### src/rtl/sprite_pkg.sv
// Shared sprite bitmap definitions: capture FSM encoding and the 8-bit bitmap address layout
// {slot, row, byte} used by the renderer, tank_bitmap and sprite_capture.
package sprite_pkg;

    localparam int SPRITE_W  = 16;
    localparam int ROW_BYTES = 2;
    localparam int SLOT_W    = 3;
    localparam int ROW_W     = 4;
    localparam int BYTE_W    = 1;
    localparam int ADDR_W    = SLOT_W + ROW_W + BYTE_W;

    typedef enum logic [3:0] {
        ST_IDLE        = 4'd0,
        ST_WAIT_VSTART = 4'd1,
        ST_WAIT_LOAD   = 4'd2,
        ST_WAIT_HSTART = 4'd3,
        ST_DELAY       = 4'd4,
        ST_SAMPLE      = 4'd5,
        ST_STORE_LO    = 4'd6,
        ST_STORE_HI    = 4'd7,
        ST_DONE        = 4'd8
    } capture_state_t;

    function automatic logic [ADDR_W-1:0] bitmap_addr(
        input logic [SLOT_W-1:0] slot,
        input logic [ROW_W-1:0]  row,
        input logic [BYTE_W-1:0] byte_sel
    );
        return {slot, row, byte_sel};
    endfunction

endpackage

### src/rtl/sprite_capture.sv
// Samples a 1-bit pixel stream over a 16x16 window and writes it, two bytes per row,
// into a sprite bitmap slot using the renderer's fetch layout.
module sprite_capture
    import sprite_pkg::*;
#(
    parameter int unsigned PIXEL_DELAY = 0
) (
    input  logic       clk,
    input  logic       reset_n,
    input  logic       arm,
    input  logic [2:0] slot,
    input  logic       hmirror,
    input  logic       vmirror,
    input  logic       abort,
    input  logic       vstart,
    input  logic       load,
    input  logic       hstart,
    input  logic       pixel,
    output logic [7:0] wr_addr,
    output logic [7:0] wr_data,
    output logic       wr_en,
    output logic       busy,
    output logic       done
);

    localparam logic [2:0] DELAY_LAST = (PIXEL_DELAY == 0) ? 3'd0 : 3'(PIXEL_DELAY - 1);

    capture_state_t        state, state_nxt;
    logic [SLOT_W-1:0]     slot_q;
    logic                  hmirror_q, vmirror_q;
    logic [3:0]            xcount, ycount;
    logic [2:0]            dcount;
    logic [SPRITE_W-1:0]   bits;
    logic [3:0]            sample_idx, row_idx;
    logic                  wr_en_d, done_d;
    logic [7:0]            wr_addr_d, wr_data_d;

    assign sample_idx = hmirror_q ? ~xcount : xcount;
    assign row_idx    = vmirror_q ? ~ycount : ycount;
    assign busy       = (state != ST_IDLE);

    always_ff @(posedge clk or negedge reset_n) begin
        if (!reset_n) begin
            state   <= ST_IDLE;
            wr_en   <= 1'b0;
            wr_addr <= '0;
            wr_data <= '0;
            done    <= 1'b0;
        end else begin
            state   <= state_nxt;
            wr_en   <= wr_en_d;
            wr_addr <= wr_addr_d;
            wr_data <= wr_data_d;
            done    <= done_d;
        end
    end

    // Output strobes are computed here and registered, so they appear the cycle after their state.
    always_comb begin
        state_nxt = state;
        wr_en_d   = 1'b0;
        wr_addr_d = '0;
        wr_data_d = '0;
        done_d    = 1'b0;
        case (state)
            ST_IDLE:        if (arm)    state_nxt = ST_WAIT_VSTART;
            ST_WAIT_VSTART: if (vstart) state_nxt = ST_WAIT_LOAD;
            ST_WAIT_LOAD:   if (load)   state_nxt = ST_WAIT_HSTART;
            ST_WAIT_HSTART: if (hstart) state_nxt = (PIXEL_DELAY > 0) ? ST_DELAY : ST_SAMPLE;
            ST_DELAY:       if (dcount == DELAY_LAST) state_nxt = ST_SAMPLE;
            ST_SAMPLE:      if (xcount == 4'd15) state_nxt = ST_STORE_LO;
            ST_STORE_LO: begin
                wr_en_d   = 1'b1;
                wr_addr_d = bitmap_addr(slot_q, row_idx, 1'b0);
                wr_data_d = bits[7:0];
                state_nxt = ST_STORE_HI;
            end
            ST_STORE_HI: begin
                wr_en_d   = 1'b1;
                wr_addr_d = bitmap_addr(slot_q, row_idx, 1'b1);
                wr_data_d = bits[15:8];
                state_nxt = (ycount == 4'd15) ? ST_DONE : ST_WAIT_LOAD;
            end
            ST_DONE: begin
                done_d    = 1'b1;
                state_nxt = ST_IDLE;
            end
            default:        state_nxt = ST_IDLE;
        endcase
        if (abort) begin
            state_nxt = ST_IDLE;
            wr_en_d   = 1'b0;
            wr_addr_d = '0;
            wr_data_d = '0;
            done_d    = 1'b0;
        end
    end

    always_ff @(posedge clk or negedge reset_n) begin
        if (!reset_n) begin
            slot_q    <= '0;
            hmirror_q <= 1'b0;
            vmirror_q <= 1'b0;
            xcount    <= '0;
            ycount    <= '0;
            dcount    <= '0;
            bits      <= '0;
        end else if (!abort) begin
            case (state)
                ST_IDLE: begin
                    if (arm) begin
                        slot_q    <= slot;
                        hmirror_q <= hmirror;
                        vmirror_q <= vmirror;
                        ycount    <= '0;
                    end
                end
                ST_WAIT_LOAD: begin
                    if (load) begin
                        xcount <= '0;
                        bits   <= '0;
                    end
                end
                ST_WAIT_HSTART: dcount <= '0;
                ST_DELAY:       dcount <= dcount + 3'd1;
                ST_SAMPLE: begin
                    bits[sample_idx] <= pixel;
                    xcount           <= xcount + 4'd1;
                end
                ST_STORE_HI: begin
                    if (ycount != 4'd15) ycount <= ycount + 4'd1;
                end
                default: ;
            endcase
        end
    end

endmodule
### config.mk
export PLATFORM = sky130hd
export DESIGN_NAME = sprite_capture
export DESIGN_NICKNAME = d
export VERILOG_FILES = /design/src/rtl/sprite_pkg.sv /design/src/rtl/sprite_capture.sv
export SDC_FILE = /design/constraint.sdc
export NUM_CORES = 1
export LEC_CHECK = 0
export CAP_MARGIN = 20
export CORE_ASPECT_RATIO = 0.9
export CORE_MARGIN = 4
export CORE_UTILIZATION = 45
export CTS_BUF_LIST = sky130_fd_sc_hd__clkbuf_8
export DETAILED_ROUTE_END_ITERATION = 8
export PLACE_DENSITY = 0.66
export SLEW_MARGIN = 0
export SYNTH_ARGS = -nofsm -noshare
export SYNTH_HDL_FRONTEND = slang
export SYNTH_SLANG_ARGS = --single-unit
### constraint.sdc
create_clock -name clk -period 1.8 [get_ports clk]
set_input_delay 0.18 -clock clk [delete_from_list [all_inputs] [get_ports clk]]
set_output_delay 0.18 -clock clk [all_outputs]
set_load 0.005 [all_outputs]
==> impl_metrics.env, run 1 <==
export IMPL_outcome="completed"
export IMPL_relSlewSlack_pct=59.8
export IMPL_hold_path_class="in2async"
export IMPL_yosysWarnings=0
export IMPL_wl_um=5820
export IMPL_drv_cap=0
export IMPL_yosys_top_cells_count="54 x dfrtp_1, 24 x nor2_1, 12 x nand2_1, 11 x mux2i_1, 10 x buf_2"
export IMPL_overflow=0
export IMPL_finalMaxSlewViolations=0
export IMPL_crit_slowest_cell="clkdlybuf4s50_1"
export IMPL_clk_pin_slew_worst_paths_ns=0.11
export IMPL_cpPeakStageDelay_ns=0.44
export IMPL_die_w_um=90.3
export IMPL_dr_pass1_iters=4
export IMPL_synth_most_common_cell="dfrtp_1"
export IMPL_drive_gt1_share_pct=18.0
export IMPL_p_leak_nw=1.50
export IMPL_grt_max_degree=36
export IMPL_finalCritPeriodShare_pct=95.5
export IMPL_num_antenna_cells=0
export IMPL_grt_pass1_wl_um=9880
export IMPL_cts_root_buf="clkbuf_8"
export IMPL_r2r_start="state[3]"
export IMPL_insertion_delay_ns=0.32
export IMPL_synth_area_leaders="dfrtp_1 49%, mux2i_1 4.0%, nor2_1 3.3%"
export IMPL_portBuffers=31
export IMPL_drtIter0Drc=96
export IMPL_core_area_um2=5790
export IMPL_synth_area_um2=2740
export IMPL_cp_arrival_ns=1.54
export IMPL_fin_crit_ns=1.72
export IMPL_yosysUniqueCellTypes=49
export IMPL_dp_cells=363
export IMPL_cts_made_buffers=5
export IMPL_viasPerCell=5.58
export IMPL_powerDensity_nw_per_um2=950
export IMPL_dieHeight_um=82.1
export IMPL_vdd_drop_max_mv=0.555
export IMPL_hold_worst_slack_ns=0.345
export IMPL_ios=32
export IMPL_synthToLayoutAreaGrowth_pct=23.8
export IMPL_avgSynthCellArea_um2=10.7
export IMPL_yosys_area_top_type="dfrtp_1"
export IMPL_antenna_found_initial=0
export IMPL_synth_seq_cells=54
export IMPL_final_cells=375
export IMPL_dp_hpwl_um=4110
export IMPL_synth_net_count=274
export IMPL_tns_ns=0
export IMPL_clock_sinks=54
export IMPL_vias=2093
export IMPL_yosysSeqAreaShare_pct=49.3
export IMPL_clk_path_buf_depth=2
export IMPL_grt_pass1_vias=2026
export IMPL_rows=26
export IMPL_fmax_mhz=582
export IMPL_fillCellCount=510
export IMPL_fin_util_pct=58.6
export IMPL_antenna_left=0
export IMPL_hold_viol=0
export IMPL_final_nets=321
export IMPL_netlist_instances=257
export IMPL_synth_edf_count=0
export IMPL_fin_skew_ns=0.00469
export IMPL_die_area_um2=7410
export IMPL_h_tree_depth=2
export IMPL_crit_path_end_kind="primary output"
export IMPL_grtUsageTotal_pct=16.8
export IMPL_cts_tree="built"
export IMPL_globalplace_congestion=0.868
export IMPL_wl_per_cell_um=15.5
export IMPL_initial_utilization_pct=47.4
export IMPL_synth_main_ff_cell="dfrtp_1"
export IMPL_async_flop_share_pct=100
export IMPL_startpoint="state[3]"
export IMPL_path_cells="buf_4, nor2_4, nand2_1, clkdlybuf4s50_1"
export IMPL_synth_top_area_share_pct=49.3
export IMPL_finalSetupViolations=0
export IMPL_worst_pin_slew_ns=0.603
export IMPL_crit_fanout=10
export IMPL_crit_path_start_kind="flop"
export IMPL_critPathRequiredTime_ns=1.62
export IMPL_drc=0
export IMPL_crit_type="reg2out"
==> final cells by class <==
type / instances / area [um2] / share of cell area (%)
Sequential cell: 54 / 1350 / 39.9
Tap cell: 70 / 87.6 / 2.58
Multi-Input combinational cell: 176 / 1280 / 37.6
Clock buffer: 5 / 68.8 / 2.03
Inverter: 8 / 30.0 / 0.884
Clock inverter: 3 / 28.8 / 0.847
Timing Repair Buffer: 59 / 551 / 16.2
==> kinds of logic after synthesis <==
| group | Yosys count | share of synthesized area, % |
|---|---|---|
| compound gates | 53 | 14.5 |
| xor+xnor | 7 | 2.24 |
| fa+ha+maj | 4 | 1.82 |
| buf+inv | 27 | 5.52 |
| flops | 54 | 49.3 |
| mux | 17 | 6.48 |
| simple gates | 95 | 20.2 |
==> path summary, 6_finish.rpt <==
| path | depth (start not counted) | endpoint | slack, ns |
|---|---|---|---|
| worst max-delay path | 4 | busy | 0.08 |
| worst min-delay path | 2 | wr_data[4] | 0.34 |
| worst max register to register | 5 | bits[4] | 0.09 |
| worst min register to register | 1 | wr_addr[5] | 0.48 |
| max in group asynchronous | 3 | bits[13] | 0.92 |
| min in group clk | 2 | hmirror_q | 0.47 |
==> layer usage <==
metal | wire length, um | global-route usage [%]
met1 | 2840 | 23.2
met2 | 2740 | 27.6
met4 | 52 | 4.89
met3 | 193 | 2.75
met5 | 0 | 0
==> stage by stage <==
stage | area (um2) | setup slack [ns] | power (W)
after global routing | 3400 | -0.00702 | 0.00345
after CTS | 3360 | 0.0141 | 0.00322
final | 3400 | 0.0805 | 0.00323
after floorplan | 2740 | 0.276 | 0.00215
after global placement | 3220 | 0.0173 | 0.00243
after detailed placement | 3220 | -0.00799 | 0.00245
==> placed cells by master, fill, tap and decap left out, drive strengths merged, types with 2 or more instances in the layout <==
cell	count
a21oi	9
a22oi	8
a32oi	3
and2	7
and3	3
and3b	4
and4	2
and4bb	2
buf	28
clkbuf	5
clkdlybuf4s50	30
clkinv	2
dfrtp	54
ha	4
inv	9
mux2	6
mux2i	11
nand2	13
nand2b	3
nand3	7
nand4	3
nand4b	2
nor2	25
nor2b	5
nor3	9
nor3b	5
o21ai	4
o22ai	4
o311ai	9
o31ai	2
o41ai	9
xnor2	6
==> report_power, final <==
part / total (W) / switching, W / internal, W
Sequential: 0.00151 / 0.000171 / 0.00134
Combinational: 0.000978 / 0.000513 / 0.000465
Clock: 0.000735 / 0.000445 / 0.000289
==> worst max-delay path: cells and delay by family, from the launching register on <==
family                 cells  cell delay [ns]
DFF                        1             0.41
and+or+nand+nor            2             0.18
buffers and inverters      2             0.63
==> state kept, by name (all words and copies together) (netlist names) <==
name	cells
hmirror_q	1
wr_addr	8
state	4
wr_en	1
done	1
dcount	3
wr_data	8
vmirror_q	1
ycount	4
bits	16
slot_q	3
xcount	4
==> repair_timing <==
item | in CTS | in global routing
hold buffers | 1 | 0
buffers inserted | 3 | 0
resized for setup | 2 | 13
endpoints found under the hold margin | 19 | 0
endpoints found under the setup margin | 1 | 22
pin swaps | 1 | 0
(Power assumes the default switching activity.)
==> run 2: changes to the inputs <==
--- a/config.mk
+++ b/config.mk
@@ -16,3 +16,4 @@
 export SYNTH_ARGS = -nofsm -noshare
 export SYNTH_HDL_FRONTEND = slang
 export SYNTH_SLANG_ARGS = --single-unit
+export TNS_END_PERCENT = 30
==> run 2 against run 1 <==
Clock power about the same. Combinational power down 1%. Die area unchanged. Sequential cell count unchanged. Critical path depth unchanged. Power down 0.48%. Register-to-register slack about the same. Final cell count unchanged. Worst hold slack about the same. Maximum frequency down 0.87%. Utilization down 0.13 points. Global-route usage unchanged. Critical endpoint unchanged.
==> impl_metrics.env, run 2 (synthesized netlist as in run 1, its figures left out) <==
export IMPL_crit_path_start_kind="flop"
export IMPL_initial_utilization_pct=47.4
export IMPL_fin_crit_ns=1.73
export IMPL_finalMaxSlewViolations=0
export IMPL_finalSetupViolations=0
export IMPL_relSlewSlack_pct=59.8
export IMPL_top_register="bits"
export IMPL_crit_fanout=10
export IMPL_die_w_um=90.3
export IMPL_cp_arrival_ns=1.55
export IMPL_fin_util_pct=58.5
export IMPL_die_area_um2=7410
export IMPL_worst_pin_slew_ns=0.603
export IMPL_crit_type="reg2out"
export IMPL_globalplace_congestion=0.868
export IMPL_crit_path_end_kind="primary output"
export IMPL_p_leak_nw=1.49
export IMPL_portBuffers=31
export IMPL_clock_sinks=54
export IMPL_drc=0
export IMPL_critPathRequiredTime_ns=1.62
export IMPL_vias=2092
export IMPL_placed_cell_area_um2=3220
export IMPL_grt_pass1_wl_um=9880
export IMPL_cts_made_buffers=5
export IMPL_final_cells=375
export IMPL_rsz0062_at_grt="yes"
export IMPL_powerDensity_nw_per_um2=948
export IMPL_grt_pass1_vias=2026
export IMPL_power_w=0.00321
export IMPL_fin_area_um2=3390
export IMPL_cts_tree="built"
export IMPL_rows=26
export IMPL_final_cell_mix="52 x dfrtp_1, 30 x clkdlybuf4s50_1, 25 x buf_4"
export IMPL_fmax_mhz=577
export IMPL_finalCritPeriodShare_pct=96.4
export IMPL_clk_pin_slew_worst_paths_ns=0.10
export IMPL_ios=32
export IMPL_viasPerCell=5.58
export IMPL_fillCellCount=512
export IMPL_hold_path_class="in2async"
export IMPL_vdd_drop_max_mv=0.553
export IMPL_final_common_cell="dfrtp_1"
export IMPL_r2r_slack_ns=0.10
export IMPL_largest_reg_flops=16
export IMPL_largestRegisters="bits (16), wr_addr (8), wr_data (8)"
export IMPL_hold_worst_slack_ns=0.345
export IMPL_grtUsageTotal_pct=16.8
export IMPL_antenna_found_initial=0
export IMPL_core_area_um2=5790
export IMPL_grt_max_degree=36
export IMPL_outcome="completed"
export IMPL_wl_per_cell_um=15.5
export IMPL_num_antenna_cells=0
export IMPL_wl_um=5800
export IMPL_overflow=0
export IMPL_clk_path_buf_depth=2
export IMPL_insertion_delay_ns=0.32
export IMPL_cts_root_buf="clkbuf_8"
export IMPL_drtIter0Drc=125
export IMPL_fin_skew_ns=0.00506
export IMPL_dr_pass1_iters=4
export IMPL_hold_viol=0
export IMPL_h_tree_depth=2
export IMPL_antenna_left=0
export IMPL_dp_hpwl_um=4110
export IMPL_drive_gt1_share_pct=18.0
export IMPL_synthToLayoutAreaGrowth_pct=23.5
export IMPL_final_nets=321
export IMPL_drv_cap=0
export IMPL_dp_cells=363
export IMPL_dieHeight_um=82.1
[run 2: cell counts in the layout (fill, tap and decap cells not counted)]
Identical to the previous run, type by type.
[run 2: layout make-up]
| type | instances | area, um2 | area share [%] |
|---|---|---|---|
| flip-flops and latches | 54 | 1350 | 40.0 |
| multi-input cells | 176 | 1280 | 37.7 |
| repair buffers | 59 | 543 | 16.0 |
| well taps | 70 | 87.6 | 2.58 |
| clock buffers | 5 | 68.8 | 2.03 |
| inverters | 8 | 30.0 | 0.886 |
| clock inverters | 3 | 28.8 | 0.849 |
[run 2: path summary, 6_finish.rpt]
kind / end / cells past startpoint / start
min in group clk: hmirror_q / 2 / hmirror
min reg2reg: wr_addr[5] / 1 / slot_q[0]
max: busy / 4 / state[0]
max reg2reg: bits[4] / 5 / state[3]
min: wr_data[4] / 2 / reset_n
max in group asynchronous: wr_addr[1] / 3 / reset_n
[run 2: critical path, stage by stage, from the launching register on]
cell,delay [ns]
dfrtp_1,0.43
buf_4,0.22
nor2_4,0.05
nand2_1,0.05
clkdlybuf4s50_1,0.49
[run 2: where the power goes]
group,switching (W),internal [W]
logic,0.000509,0.000456
registers,0.000169,0.00134
clock network,0.000445,0.000289
total,0.00112,0.00209
[run 2: repair_timing]
action | in CTS | in global routing
gates resized for setup | 2 | 10
setup endpoints to repair | 1 | 22
buffers inserted | 3 | 0
pin swaps | 1 | 0
endpoints found under the hold margin | 19 | 0
hold buffers | 1 | 0
[run 2: per-layer routing]
layer / share of wire, % / global-route usage [%]
met1: 48 / 23.2
met4: 0.95 / 4.89
met5: 0 / 0
met2: 47 / 27.6
met3: 4.0 / 2.75
[run 2: stage by stage]
step | setup TNS, ns | worst slack [ns]
floorplan | 0 | 0.276
global placement | 0 | 0.0173
detailed placement | -0.00799 | -0.00799
CTS | 0 | 0.0141
global route | -0.0317 | -0.0120
finish | 0 | 0.0654
==> run 3: changes to the inputs <==
--- a/config.mk
+++ b/config.mk
@@ -6,7 +6,7 @@
 export NUM_CORES = 1
 export LEC_CHECK = 0
 export CAP_MARGIN = 20
-export CORE_ASPECT_RATIO = 0.9
+export CORE_ASPECT_RATIO = 0.7
 export CORE_MARGIN = 4
 export CORE_UTILIZATION = 45
 export CTS_BUF_LIST = sky130_fd_sc_hd__clkbuf_8
==> run 3 against run 2 <==
Global-route usage is 1.2 points higher. Routed wire length rose by 10%. Worst hold slack improved by 0.048 ns. Non-clock buffer count rose by 3. Maximum frequency down 0.44%. Power rose by 4.5%. Combinational power barely moved. Final area up 0.81%. Register-to-register slack about the same. First-iteration DRC count grew 50%. Sequential cell count stayed put. Largest cell class unchanged.
==> impl_metrics.env, run 3 (synthesized netlist as in run 1, its figures left out) <==
export IMPL_outcome="completed"
export IMPL_dieHeight_um=73.3
export IMPL_drc=0
export IMPL_cpLargestDelayFamily="flip-flops"
export IMPL_cts_root_buf="clkbuf_8"
export IMPL_vdd_drop_max_mv=0.603
export IMPL_die_area_um2=7430
export IMPL_powerDensity_nw_per_um2=982
export IMPL_fin_crit_ns=1.74
export IMPL_power_w=0.00336
export IMPL_dp_cells=372
export IMPL_switching_share_pct=33.2
export IMPL_wl_per_cell_um=16.7
export IMPL_reg2reg_depth=5
export IMPL_antenna_left=0
export IMPL_met1_usage_pct=28.8
export IMPL_fmax_mhz=574
export IMPL_final_common_cell="dfrtp_1"
export IMPL_p_leak_nw=1.50
export IMPL_rows=23
export IMPL_finalCritPeriodShare_pct=96.8
export IMPL_globalplace_congestion=0.936
export IMPL_path_cells="nor2_1, nand2_1, clkdlybuf4s50_1"
export IMPL_initial_utilization_pct=47.2
export IMPL_viasPerCell=5.61
export IMPL_clk_pin_slew_worst_paths_ns=0.10
export IMPL_cts_tree="built"
export IMPL_die_w_um=101
export IMPL_comb_power_share_pct=29.9
export IMPL_portBuffers=31
export IMPL_largestRegisters="bits (16), wr_addr (8), wr_data (8)"
export IMPL_grt_pass1_wl_um=10400
export IMPL_grt_busiest_layer="met1"
export IMPL_drv_cap=0
export IMPL_crit_path_start_kind="flop"
export IMPL_internal_power_w=0.00224
export IMPL_p_sw_w=0.00111
export IMPL_drtIter0Drc=187
export IMPL_crit_path_end_kind="primary output"
export IMPL_synthToLayoutAreaGrowth_pct=24.5
export IMPL_path_buf_inv=1
export IMPL_clkPwrFrac_pct=24.2
export IMPL_hold_path_class="in2async"
export IMPL_finalSetupViolations=0
export IMPL_grt_pass1_vias=2014
export IMPL_finalMaxSlewViolations=0
export IMPL_reg2reg_to="state[2]"
export IMPL_insertion_delay_ns=0.30
export IMPL_cts_made_buffers=5
export IMPL_gr_usage_met3_pct=3.89
export IMPL_wl_um=6390
export IMPL_core_area_um2=5810
export IMPL_r2r_start="state[2]"
export IMPL_drive_gt1_share_pct=18.8
export IMPL_fin_util_pct=58.8
export IMPL_hold_viol=0
export IMPL_overflow=0
export IMPL_antenna_found_initial=0
export IMPL_final_nets=324
export IMPL_crit_type="reg2out"
export IMPL_grtUsageTotal_pct=18.0
export IMPL_num_antenna_cells=0
export IMPL_critPathRequiredTime_ns=1.62
export IMPL_crit_fanout=9
export IMPL_cpPeakStageDelay_ns=0.57
export IMPL_relSlewSlack_pct=63.9
export IMPL_vias=2149
export IMPL_top_register="bits"
export IMPL_final_cell_mix="50 x dfrtp_1, 30 x clkdlybuf4s50_1, 28 x buf_4"
export IMPL_clock_sinks=54
export IMPL_h_tree_depth=2
export IMPL_worst_pin_slew_ns=0.538
export IMPL_r2r_slack_ns=0.10
export IMPL_crit_slowest_cell="dfrtp_1"
export IMPL_grt_use_met2_pct=24.3
export IMPL_pwr_share_seq_pct=45.8
export IMPL_final_cells=383
export IMPL_dp_hpwl_um=4600
export IMPL_grt_max_degree=55
export IMPL_clk_path_buf_depth=2
export IMPL_largest_reg_flops=16
export IMPL_fin_skew_ns=0.00762
export IMPL_dr_pass1_iters=4
export IMPL_ios=32
export IMPL_cp_arrival_ns=1.56
## run 3: changes by cell type in the layout (fill, tap and decap cells not counted), moves of 2 or more
cell,change
o311ai_1,-3
clkinv_4,-2
dfrtp_1,-2
buf_4,+3
o41ai_1,+2
o41ai_2,-2
o311ai_0,+3
dfrtp_2,+2
## run 3: layout make-up
class / instances / area [um2]
fillers: 489 / 2400
flip-flops and latches: 54 / 1360
clock inverters: 3 / 43.8
multi-input cells: 176 / 1260
repair buffers: 62 / 566
well taps: 75 / 93.8
clock buffers: 5 / 68.8
inverters: 8 / 30.0
## run 3: worst min-delay path, cell delays in order
cell           delay (ns)
dlygate4sd3_1        0.52
buf_2                0.12
buf_12               0.27
## run 3: repair_timing
action | in CTS | in global routing
buffers inserted | 0 | 2
cloned | 0 | 0
resized for setup | 2 | 5
endpoints found under the setup margin | 1 | 11
hold buffers | 1 | 0
endpoints found under the hold margin | 54 | 0
pin swaps | 0 | 1
## run 3: stage by stage
step	setup WS (ns)	hold slack [ns]	TNS [ns]	instance area, um2
6_report	0.0577	0.393	0	3420
5_1_grt	-0.0155	0.448	-0.0158	3420
4_1_cts	0.0408	0.397	0	3380
3_5_place_dp	0.0219	0.201	0	3260
3_3_place_gp	0.0407	0.201	0	3260
2_1_floorplan	0.276	-0.116	0	2740
## run 3: power by group through the flow
stage	combinational (W)	sequential, W	clock, W
after floorplan	0.000720	0.00143	0
after global placement	0.000914	0.00154	0
after detailed placement	0.000937	0.00155	0
after CTS	0.000947	0.00153	0.000841
after global routing	0.00110	0.00157	0.000898
final	0.00100	0.00154	0.000813
## run 3: worst max-delay path by stage
| stage | start | to | slack, ns | cells after the start |
|---|---|---|---|---|
| after floorplan | state[0] | bits[8] | 0.28 | 6 |
| after global placement | abort | bits[11] | 0.04 | 6 |
| after detailed placement | abort | bits[3] | 0.02 | 6 |
| after CTS | state[0] | busy | 0.04 | 3 |
| after global routing | state[3] | busy | -0.02 | 3 |
| final | state[3] | busy | 0.06 | 3 |
## run 3: per-layer routing
| layer | routed length, um | share of wire (%) |
|---|---|---|
| met1 | 3260 | 51 |
| met2 | 2640 | 41 |
| met3 | 412 | 6.4 |
| met4 | 43 | 0.67 |
| met5 | 40 | 0.63 |
